$ cat config.mk
export PLATFORM = sky130hd
export DESIGN_NAME = alu16_sequencer_flat
export DESIGN_NICKNAME = d
export VERILOG_FILES = /design/src/rtl/alu16_sequencer_pkg.sv /design/src/rtl/alu16_sequencer_if.sv /design/src/rtl/alu16_sequencer.sv /design/src/flat_wrapper.sv
export SDC_FILE = /design/constraint.sdc
export NUM_CORES = 1
export LEC_CHECK = 0
export ABC_AREA = 0
export CORE_MARGIN = 2
export CORE_UTILIZATION = 45
export CTS_BUF_LIST = sky130_fd_sc_hd__clkbuf_8
export CTS_CLUSTER_DIAMETER = 60
export DETAILED_ROUTE_END_ITERATION = 8
export PLACE_DENSITY = 0.93
export SYNTH_ARGS = -nofsm -noshare
export SYNTH_HDL_FRONTEND = slang
export SYNTH_SLANG_ARGS = --single-unit
$ cat constraint.sdc
create_clock -name clock -period 2.7 [get_ports clock]
set_input_delay 0.54 -clock clock [delete_from_list [all_inputs] [get_ports clock]]
set_output_delay 0.54 -clock clock [all_outputs]
set_load 0.01 [all_outputs]
$ cat src/rtl/alu16_sequencer_pkg.sv
// Shared definitions for the 16-bit ALU sequencer: flag indices, ALU opcodes,
// op16/state encodings and the per-step ALU request builders.
package alu16_sequencer_pkg;

  localparam int F_Z = 3;
  localparam int F_N = 2;
  localparam int F_H = 1;
  localparam int F_C = 0;

  localparam logic [4:0] ALU_ADD    = 5'd0;
  localparam logic [4:0] ALU_ADC    = 5'd1;
  localparam logic [4:0] ALU_SUB    = 5'd2;
  localparam logic [4:0] ALU_SBC    = 5'd3;
  localparam logic [1:0] ALU_SIZE_8 = 2'd0;

  typedef enum logic [1:0] {
    ALU16_ADD    = 2'd0,
    ALU16_INC    = 2'd1,
    ALU16_DEC    = 2'd2,
    ALU16_ADDSPE = 2'd3
  } op16_e;

  typedef enum logic [1:0] {
    ST_IDLE = 2'd0,
    ST_LOW  = 2'd1,
    ST_HIGH = 2'd2,
    ST_DONE = 2'd3
  } state_e;

  typedef struct packed {
    logic [7:0] data0;
    logic [7:0] data1;
    logic [4:0] op;
    logic [3:0] flags;
    logic [1:0] size;
  } alu_req_t;

  function automatic alu_req_t low_step(input op16_e op, input logic [15:0] a,
                                        input logic [15:0] b);
    alu_req_t req;
    req.size  = ALU_SIZE_8;
    req.flags = 4'b0000;
    req.data1 = a[7:0];
    case (op)
      ALU16_INC: begin req.op = ALU_ADD; req.data0 = 8'h01; end
      ALU16_DEC: begin req.op = ALU_SUB; req.data0 = 8'h01; end
      default:   begin req.op = ALU_ADD; req.data0 = b[7:0]; end
    endcase
    return req;
  endfunction

  // High byte chains the low-byte carry (or borrow) through the C flag input.
  function automatic alu_req_t high_step(input op16_e op, input logic [15:0] a,
                                         input logic [15:0] b, input logic c_lo);
    alu_req_t req;
    req.size  = ALU_SIZE_8;
    req.flags = {3'b000, c_lo};
    req.data1 = a[15:8];
    case (op)
      ALU16_ADD: begin req.op = ALU_ADC; req.data0 = b[15:8];    end
      ALU16_INC: begin req.op = ALU_ADC; req.data0 = 8'h00;      end
      ALU16_DEC: begin req.op = ALU_SBC; req.data0 = 8'h00;      end
      default:   begin req.op = ALU_ADC; req.data0 = {8{b[7]}};  end
    endcase
    return req;
  endfunction

endpackage

$ cat src/rtl/alu16_sequencer_if.sv
// Bundle of the CPU-control, pass-through and ALU-side signals of the sequencer.
interface alu16_sequencer_if;
  logic        start;
  logic        flush;
  logic [1:0]  op16;
  logic [15:0] a_in;
  logic [15:0] b_in;
  logic [3:0]  flags_in;
  logic [7:0]  cpu_alu_data0;
  logic [7:0]  cpu_alu_data1;
  logic [4:0]  cpu_alu_op;
  logic [3:0]  cpu_alu_flags;
  logic [1:0]  cpu_alu_size;
  logic [7:0]  alu_data0;
  logic [7:0]  alu_data1;
  logic [4:0]  alu_op;
  logic [3:0]  alu_flags;
  logic [1:0]  alu_size;
  logic [7:0]  alu_result;
  logic [3:0]  alu_flags_res;
  logic        ready;
  logic        done;
  logic [15:0] result16;
  logic [3:0]  flags_out;

  modport slave (
    input  start, flush, op16, a_in, b_in, flags_in,
    input  cpu_alu_data0, cpu_alu_data1, cpu_alu_op, cpu_alu_flags, cpu_alu_size,
    input  alu_result, alu_flags_res,
    output alu_data0, alu_data1, alu_op, alu_flags, alu_size,
    output ready, done, result16, flags_out
  );

  modport master (
    output start, flush, op16, a_in, b_in, flags_in,
    output cpu_alu_data0, cpu_alu_data1, cpu_alu_op, cpu_alu_flags, cpu_alu_size,
    output alu_result, alu_flags_res,
    input  alu_data0, alu_data1, alu_op, alu_flags, alu_size,
    input  ready, done, result16, flags_out
  );
endinterface

$ cat src/rtl/alu16_sequencer.sv
// Runs 16-bit ADD/INC/DEC/ADD SP,e as two byte steps on the shared 8-bit ALU;
// passes CPU ALU requests straight through whenever it is not sequencing.
module alu16_sequencer
  import alu16_sequencer_pkg::*;
(
  input logic              clock,
  input logic              reset_n,
  alu16_sequencer_if.slave bus
);

  state_e      r_state;
  state_e      w_next_state;
  op16_e       r_op;
  logic [15:0] r_a;
  logic [15:0] r_b;
  logic [3:0]  r_flags_cap;
  logic [7:0]  r_res_lo;
  logic        r_h_lo;
  logic        r_c_lo;
  logic [15:0] r_result16;
  logic [3:0]  r_flags_out;
  logic        w_accept;
  logic [3:0]  w_flags_comp;
  alu_req_t    w_cpu_req;
  alu_req_t    w_alu_req;

  assign w_accept = (r_state == ST_IDLE) && bus.start && !bus.flush;

  // NOTE: sequential state uses non-blocking assignments so every register
  // samples pre-edge values regardless of process ordering.
  always_ff @(posedge clock or negedge reset_n) begin
    if (!reset_n) r_state <= ST_IDLE;
    else          r_state <= w_next_state;
  end

  always_comb begin
    w_next_state = r_state;
    case (r_state)
      ST_IDLE: if (w_accept) w_next_state = ST_LOW;
      ST_LOW:  w_next_state = bus.flush ? ST_IDLE : ST_HIGH;
      ST_HIGH: w_next_state = bus.flush ? ST_IDLE : ST_DONE;
      default: w_next_state = ST_IDLE;
    endcase
  end

  // NOTE: every combinational output gets a default first so no path can
  // leave it unassigned and infer a latch.
  always_comb begin
    w_cpu_req = '{data0: bus.cpu_alu_data0, data1: bus.cpu_alu_data1,
                  op: bus.cpu_alu_op, flags: bus.cpu_alu_flags,
                  size: bus.cpu_alu_size};
    w_alu_req = w_cpu_req;
    if (r_state == ST_LOW)       w_alu_req = low_step(r_op, r_a, r_b);
    else if (r_state == ST_HIGH) w_alu_req = high_step(r_op, r_a, r_b, r_c_lo);
  end

  assign bus.alu_data0 = w_alu_req.data0;
  assign bus.alu_data1 = w_alu_req.data1;
  assign bus.alu_op    = w_alu_req.op;
  assign bus.alu_flags = w_alu_req.flags;
  assign bus.alu_size  = w_alu_req.size;
  assign bus.ready     = (r_state == ST_IDLE);
  assign bus.done      = (r_state == ST_DONE) && !bus.flush;
  assign bus.result16  = r_result16;
  assign bus.flags_out = r_flags_out;

  always_comb begin
    w_flags_comp = r_flags_cap;
    case (r_op)
      ALU16_ADD: begin
        w_flags_comp[F_N] = 1'b0;
        w_flags_comp[F_H] = bus.alu_flags_res[F_H];
        w_flags_comp[F_C] = bus.alu_flags_res[F_C];
      end
      ALU16_ADDSPE: begin
        w_flags_comp[F_Z] = 1'b0;
        w_flags_comp[F_N] = 1'b0;
        w_flags_comp[F_H] = r_h_lo;
        w_flags_comp[F_C] = r_c_lo;
      end
      default: w_flags_comp = r_flags_cap;
    endcase
  end

  // Flushed steps never write, so an aborted op leaves the last result visible.
  always_ff @(posedge clock or negedge reset_n) begin
    if (!reset_n) begin
      r_op        <= ALU16_ADD;
      r_a         <= '0;
      r_b         <= '0;
      r_flags_cap <= '0;
      r_res_lo    <= '0;
      r_h_lo      <= 1'b0;
      r_c_lo      <= 1'b0;
      r_result16  <= '0;
      r_flags_out <= '0;
    end else begin
      if (w_accept) begin
        r_op        <= op16_e'(bus.op16);
        r_a         <= bus.a_in;
        r_b         <= bus.b_in;
        r_flags_cap <= bus.flags_in;
      end
      if (r_state == ST_LOW && !bus.flush) begin
        r_res_lo <= bus.alu_result;
        r_h_lo   <= bus.alu_flags_res[F_H];
        r_c_lo   <= bus.alu_flags_res[F_C];
      end
      if (r_state == ST_HIGH && !bus.flush) begin
        r_result16  <= {bus.alu_result, r_res_lo};
        r_flags_out <= w_flags_comp;
      end
    end
  end

endmodule

$ cat src/flat_wrapper.sv
// flat-port wrapper written by rule: the top's interface ports become plain ports
module alu16_sequencer_flat import alu16_sequencer_pkg::*;
  (clock, reset_n, bus_start, bus_flush, bus_op16, bus_a_in, bus_b_in, bus_flags_in, bus_cpu_alu_data0, bus_cpu_alu_data1, bus_cpu_alu_op, bus_cpu_alu_flags, bus_cpu_alu_size, bus_alu_result, bus_alu_flags_res, bus_alu_data0, bus_alu_data1, bus_alu_op, bus_alu_flags, bus_alu_size, bus_ready, bus_done, bus_result16, bus_flags_out);
  alu16_sequencer_if bus_i ();
  input logic clock;
  input logic reset_n;
  input wire logic [$bits(bus_i.start)-1:0] bus_start;
  input wire logic [$bits(bus_i.flush)-1:0] bus_flush;
  input wire logic [$bits(bus_i.op16)-1:0] bus_op16;
  input wire logic [$bits(bus_i.a_in)-1:0] bus_a_in;
  input wire logic [$bits(bus_i.b_in)-1:0] bus_b_in;
  input wire logic [$bits(bus_i.flags_in)-1:0] bus_flags_in;
  input wire logic [$bits(bus_i.cpu_alu_data0)-1:0] bus_cpu_alu_data0;
  input wire logic [$bits(bus_i.cpu_alu_data1)-1:0] bus_cpu_alu_data1;
  input wire logic [$bits(bus_i.cpu_alu_op)-1:0] bus_cpu_alu_op;
  input wire logic [$bits(bus_i.cpu_alu_flags)-1:0] bus_cpu_alu_flags;
  input wire logic [$bits(bus_i.cpu_alu_size)-1:0] bus_cpu_alu_size;
  input wire logic [$bits(bus_i.alu_result)-1:0] bus_alu_result;
  input wire logic [$bits(bus_i.alu_flags_res)-1:0] bus_alu_flags_res;
  output wire logic [$bits(bus_i.alu_data0)-1:0] bus_alu_data0;
  output wire logic [$bits(bus_i.alu_data1)-1:0] bus_alu_data1;
  output wire logic [$bits(bus_i.alu_op)-1:0] bus_alu_op;
  output wire logic [$bits(bus_i.alu_flags)-1:0] bus_alu_flags;
  output wire logic [$bits(bus_i.alu_size)-1:0] bus_alu_size;
  output wire logic [$bits(bus_i.ready)-1:0] bus_ready;
  output wire logic [$bits(bus_i.done)-1:0] bus_done;
  output wire logic [$bits(bus_i.result16)-1:0] bus_result16;
  output wire logic [$bits(bus_i.flags_out)-1:0] bus_flags_out;
  assign bus_i.start = bus_start;
  assign bus_i.flush = bus_flush;
  assign bus_i.op16 = bus_op16;
  assign bus_i.a_in = bus_a_in;
  assign bus_i.b_in = bus_b_in;
  assign bus_i.flags_in = bus_flags_in;
  assign bus_i.cpu_alu_data0 = bus_cpu_alu_data0;
  assign bus_i.cpu_alu_data1 = bus_cpu_alu_data1;
  assign bus_i.cpu_alu_op = bus_cpu_alu_op;
  assign bus_i.cpu_alu_flags = bus_cpu_alu_flags;
  assign bus_i.cpu_alu_size = bus_cpu_alu_size;
  assign bus_i.alu_result = bus_alu_result;
  assign bus_i.alu_flags_res = bus_alu_flags_res;
  assign bus_alu_data0 = bus_i.alu_data0;
  assign bus_alu_data1 = bus_i.alu_data1;
  assign bus_alu_op = bus_i.alu_op;
  assign bus_alu_flags = bus_i.alu_flags;
  assign bus_alu_size = bus_i.alu_size;
  assign bus_ready = bus_i.ready;
  assign bus_done = bus_i.done;
  assign bus_result16 = bus_i.result16;
  assign bus_flags_out = bus_i.flags_out;
  alu16_sequencer u_core (.clock(clock), .reset_n(reset_n), .bus(bus_i));
endmodule
==> impl_metrics.ini, run 1 <==
[run_status]
status = finished, final reports clean

[floorplan]
start_util_pct = 47.2
pin_count = 130
num_rows = 31
die_h_um = 91.7
coreArea_mm2 = 0.00733
die_w_um = 91.7
dieArea_mm2 = 0.00841

[clocking]
root_buffer = clkbuf_8
cts_tree = built
path_clk_slew_ns = 0.07
htree_levels = 3
clk-insertion-delay-late_ns = 0.35
clk_path_buf_depth = 2
cts_buffers = 9
cts.sinks = 70

[placed_design]
numPortBuffers = 127
dp_cells = 499
place_congestion = 0.727
hpwl_um = 5990
dpl_cell_area_mm2 = 0.00483

[synth]
ys_seq_area_share_pct = 50.6
ys_async_sr_fraction_pct = 100
muxShareOfSynthArea_pct = 24.3
synthTopCellsByCount = dfrtp_1 (70), mux2_2 (50), nand2_1 (16)
synth_top_family_by_area = multiplexers
synth_largest_area_cell = dfrtp_1
synth_top_area_share_pct = 50.6
ys.warnings.count = 0
synth_edf_count = 0
ys.flop_type = dfrtp_1
syn-num-nets = 367
syn_area_mm2 = 0.00346
synthAdderAreaFrac_pct = 1.45
yosysMostFrequentCell = dfrtp_1
ys_seq_elements = 70
synth.distinct_cells = 33
synth_compound_area_share_pct = 7.92
synth_area_leaders = dfrtp_1 (51%), mux2_2 (16%), mux2_4 (4.8%)
synthXorXnorAreaFrac_pct = 0.253
postSynthAreaPerCell_um2 = 12.3
synthCells = 282
yosys.area_share.simple_pct = 11.6

[cells_and_area]
diodes = 0
fin_area_mm2 = 0.00507
fin_nets = 500
nFillCells = 527
drive_gt1_share_pct = 24.5
final_cell_count_no_fill = 519
area_growth_pct = 46.7

[worst_hold_path]
hold_class = primary input to async pin

[sta]
maxSlewHeadroom_pct = 41.8
period_needed_ns = 2.64
finalCritPeriodShare_pct = 97.7
worst_slew_pin_slew_ns = 0.874
report.final.slew_viol_count = 0
setup_viol = 0
skew_ns = 0.00568
hold_violations = 0
timing.fmax_mhz = 379
hold_slack_ns = 0.294

[setup_path]
path_cells = inv_2 > ha_4 > nor3b_2 > buf_4 > a22o_1 > clkdlybuf4s50_1
end_kind = output pin
path_class = flip-flop to output pin
crit_path_top_delay_cell = clkdlybuf4s50_1
cp_top_family = buffers and inverters
path_buf_inv = 3
worstPathRequired_ns = 2.16
start_kind = flip-flop
critPathMaxStageDelay_ns = 0.53
critPathMaxFanout = 6
arrival_ns = 2.10

[drt]
drc_errors = 0
drtAntennaViolNets = 0
avgViaCountPerCell = 5.12
vias = 2659
dr.pass1.iters = 4
wirelength_um = 8300
wl_per_cell_um = 16.0
drt_iter0_markers = 63

[grt]
grt_pass1_wl_um = 13600
grt_max_degree = 71
gr-usage-all-layers_pct = 20.5
first_global_vias = 2765
overflow = 0
antenna_found_initial = 0

[pwr]
power_density_mw_per_mm2 = 924
p_leak_nw = 2.12
ir_drop_uv = 482

[run]
drv_cap = 0
-- state kept, by name, indices dropped and copies added (netlist names) --
name and cells:
u_core.r_a 16, u_core.bus.flags_out 4, u_core.bus.result16 16, u_core.r_flags_cap 4, u_core.r_c_lo 1, u_core.r_res_lo 8, u_core.r_state 2, u_core.r_op 2
u_core.r_b 16, u_core.r_h_lo 1
-- final timing paths --
kind	cells after the start	end	startpoint	slack (ns)
min in group clock	2	u_core.bus.flags_out[3]	u_core.bus.flags_out[3]	0.48
max in group asynchronous	1	u_core.r_state[1]	reset_n	1.77
min	1	u_core.r_b[12]	reset_n	0.29
max	6	bus_alu_data0[4]	u_core.r_op[0]	0.06
min reg2reg	2	u_core.bus.flags_out[3]	u_core.bus.flags_out[3]	0.48
max reg2reg	4	u_core.r_a[6]	u_core.r_state[0]	0.84
-- metrics by stage --
stage	util, %	power, mW	setup slack (ns)	TNS [ns]
global route	69.2	4.97	-0.00615	-0.00615
detailed placement	65.9	3.88	0.200	0
CTS	68.5	4.70	0.00500	0
finish	69.2	4.69	0.0608	0
global placement	65.9	3.78	0.218	0
floorplan	-	2.88	0.600	0
-- layout by cell type (no fill, tap or decap), types with 7 or more instances in the layout --
cell and count:
nand3b_1 8, nand2_1 15, nor2_1 10, clkdlybuf4s50_1 122, mux2_2 50, nand3_1 9, mux2i_1 9, mux2_4 11
nor2b_1 11, clkbuf_8 11, buf_4 14, o21ai_0 7, dfrtp_1 69, and2_1 8, a211oi_1 8, a22o_1 7
a21oi_1 15
-- report_power, final --
part	internal [mW]	switching [mW]	total, mW
combinational	1.30	0.824	2.13
clock	0.381	0.403	0.785
sequential	1.50	0.272	1.78
total	3.19	1.50	4.69
-- kinds of logic (layout without fill, tap and decap cells) --
logic type,Yosys count,after routing
xor+xnor,1,1
compound gates,42,42
mux,72,72
fa+ha+maj,4,4
simple gates,71,71
buf+inv,22,160
flops,70,70
-- layout make-up --
cell class,count,area (µm²),share of cell area [%]
clock inverters,5,33.8,0.666
repair buffers,142,1400,27.6
clock buffers,11,151,2.98
flip-flops and latches,70,1750,34.5
well taps,99,124,2.44
inverters,2,7.51,0.148
multi-input cells,190,1610,31.6
-- layer usage --
layer	GRT usage, %	share of wire, %	vias up
li1	-	-	1265
met1	25.1	41	1293
met2	35.8	52	85
met3	3.62	4.6	16
met4	8.33	2.4	0
met5	0	0	-
-- repair_timing --
item,4_1_cts,5_1_grt
hold buffers,0,0
endpoints found under the setup margin,8,8
setup buffers,0,4
gates resized for setup,5,7
Note: power is estimated with default switching activity, not from simulation.
==> run 2: changes to the inputs <==
--- a/config.mk
+++ b/config.mk
@@ -8,4 +8,6 @@
 export ABC_AREA = 0
+export CELL_PAD_IN_SITES_DETAIL_PLACEMENT = 1
+export CELL_PAD_IN_SITES_GLOBAL_PLACEMENT = 2
 export CORE_MARGIN = 2
-export CORE_UTILIZATION = 45
+export CORE_UTILIZATION = 31
 export CTS_BUF_LIST = sky130_fd_sc_hd__clkbuf_8
@@ -13,3 +15,3 @@
 export DETAILED_ROUTE_END_ITERATION = 8
-export PLACE_DENSITY = 0.93
+export PLACE_DENSITY = 0.95
 export SYNTH_ARGS = -nofsm -noshare
==> constraint.sdc (replaced) <==
create_clock -name clock -period 2.7 [get_ports clock]
set_input_delay 0.675 -clock clock [delete_from_list [all_inputs] [get_ports clock]]
set_output_delay 0.675 -clock clock [all_outputs]
set_load 0.01 [all_outputs]
==> impl_metrics.ini, run 2 (synthesized netlist as in run 1, its figures left out) <==
[pwr]
pwr-share-clk_pct = 19.3
switching_share_pct = 31.5
p_sw_mw = 1.52
power_density_mw_per_mm2 = 932
pwr-share-comb_pct = 43.7
p_seq_share_pct = 36.9
p_leak_nw = 2.17
ir_drop_uv = 387
internal_power_mw = 3.31

[grt]
grt_max_degree = 35
first_global_vias = 2985
antenna_found_initial = 0
gr-usage-all-layers_pct = 16.4
grt_pass1_wl_um = 15100
overflow = 0

[cells_and_area]
drive_gt1_share_pct = 25.9
fin_area_mm2 = 0.00518
diodes = 0
final_cell_mix = clkdlybuf4s50_1 (110), dfrtp_1 (69), mux2_2 (50)
final_common_cell = clkdlybuf4s50_1
area_growth_pct = 49.8
fin_nets = 505
fin_util_pct = 47.6
nFillCells = 1175

[placed_design]
dpl_cell_area_mm2 = 0.00491
hpwl_um = 7100
place_congestion = 0.710
place_ws_ns = -0.105
numPortBuffers = 127

[worst_hold_path]
hold_class = primary input to async pin

[floorplan]
start_util_pct = 31.8
die_w_um = 110
dieArea_mm2 = 0.0120
coreArea_mm2 = 0.0109
die_h_um = 110
num_rows = 38
pin_count = 130

[sta]
timing.final.ws_setup_ns = 0.0867
finalCritPeriodShare_pct = 96.8
worst_slew_pin_slew_ns = 0.480
hold_slack_ns = 0.288
rsz0062_at_grt = false
timing.fmax_mhz = 383
skew_ns = 0.00989
report.final.slew_viol_count = 0
period_needed_ns = 2.61
maxSlewHeadroom_pct = 68.0
setup_viol = 0
hold_violations = 0

[setup_path]
path_class = primary input to output pin
end_kind = output pin
start_kind = primary input
crit_path_top_delay_cell = clkdlybuf4s50_1
arrival_ns = 1.94
critPathMaxFanout = 2
worstPathRequired_ns = 2.03
path_cells = clkdlybuf4s50_1 > mux2i_1 > o21ai_0 > clkdlybuf4s50_1
critPathMaxStageDelay_ns = 0.57
critical_path.most_common_cell = clkdlybuf4s50_1
cp_top_family = buffers and inverters
path_buf_inv = 2

[clocking]
cts_buffers = 9
clk-insertion-delay-late_ns = 0.33
path_clk_slew_ns = 0.08
ctsHoldBuffers = 0
htree_levels = 3
cts.sinks = 70
cts_tree = built
root_buffer = clkbuf_8
clk_path_buf_depth = 2

[drt]
drt_iter0_markers = 114
dr.pass1.iters = 4
drc_errors = 0
drtAntennaViolNets = 0
wirelength_um = 9350
vias = 2719
avgViaCountPerCell = 4.82
wl_per_cell_um = 16.6

[run_status]
status = finished, final reports clean

[run]
drv_cap = 0
-- run 2: cell count changes in the layout (fill, tap and decap cells not counted), moves of 2 or more --
cell | before | now
clkdlybuf4s50_1 | 122 | 110
dlygate4sd2_1 | 2 | 14
buf_4 | 14 | 18
a211oi_1 | 8 | 6
a211oi_2 | 0 | 2
buf_2 | 0 | 2
bufinv_16 | 0 | 2
clkinv_2 | 2 | 0
dlymetal6s2s_1 | 2 | 0
-- run 2: worst paths after layout --
check / startpoint / to / slack [ns] / cells past startpoint
min in group clock: u_core.bus.flags_out[3] / u_core.bus.flags_out[3] / 0.50 / 2
worst max-delay path: bus_cpu_alu_flags[0] / bus_alu_flags[0] / 0.09 / 4
max in group asynchronous: reset_n / u_core.r_a[5] / 1.78 / 2
worst max register to register: u_core.r_state[0] / u_core.r_res_lo[1] / 0.84 / 4
worst min register to register: u_core.bus.flags_out[3] / u_core.bus.flags_out[3] / 0.50 / 2
worst min-delay path: reset_n / u_core.bus.result16[6] / 0.29 / 1
-- run 2: what timing repair did --
item / CTS / global route
setup endpoints to repair: 17 / 14
hold endpoints to repair: 0 / 0
buffers inserted: 3 / 1
gates resized for setup: 26 / 5
-- run 2: metrics by stage --
| stage | instances | power [mW] | setup TNS (ns) |
|---|---|---|---|
| after floorplan | 282 | 2.88 | 0 |
| after global placement | 545 | 3.83 | -0.305 |
| after detailed placement | 545 | 3.94 | -0.743 |
| after CTS | 563 | 4.89 | -0.00320 |
| after global routing | 564 | 5.17 | 0 |
| final | 564 | 4.83 | 0 |
-- run 2: layer usage --
metal | GRT usage [%] | wire length [µm] | up-vias
met4 | 5.06 | 108 | 0
met5 | 0 | 0 | -
met1 | 19.9 | 3980 | 1365
met3 | 2.90 | 395 | 9
li1 | - | - | 1282
met2 | 29.4 | 4870 | 63
-- run 2: final cells by class --
cell class / instances / area, µm² / area share, %
Multi-Input combinational cell: 190 / 1620 / 31.2
Clock buffer: 10 / 138 / 2.66
Timing Repair Buffer: 147 / 1410 / 27.2
Inverter: 2 / 7.51 / 0.145
Sequential cell: 70 / 1750 / 33.8
Clock inverter: 5 / 83.8 / 1.62
Tap cell: 140 / 175 / 3.38
-- run 2: power groups by stage --
stage                     Combinational (mW)  Clock, mW  Sequential (mW)
final                                   2.11      0.935             1.78
after global routing                    2.30       1.02             1.85
after CTS                               2.13      0.969             1.79
after detailed placement                2.14          0             1.80
after global placement                  2.07          0             1.76
after floorplan                         1.11          0             1.77
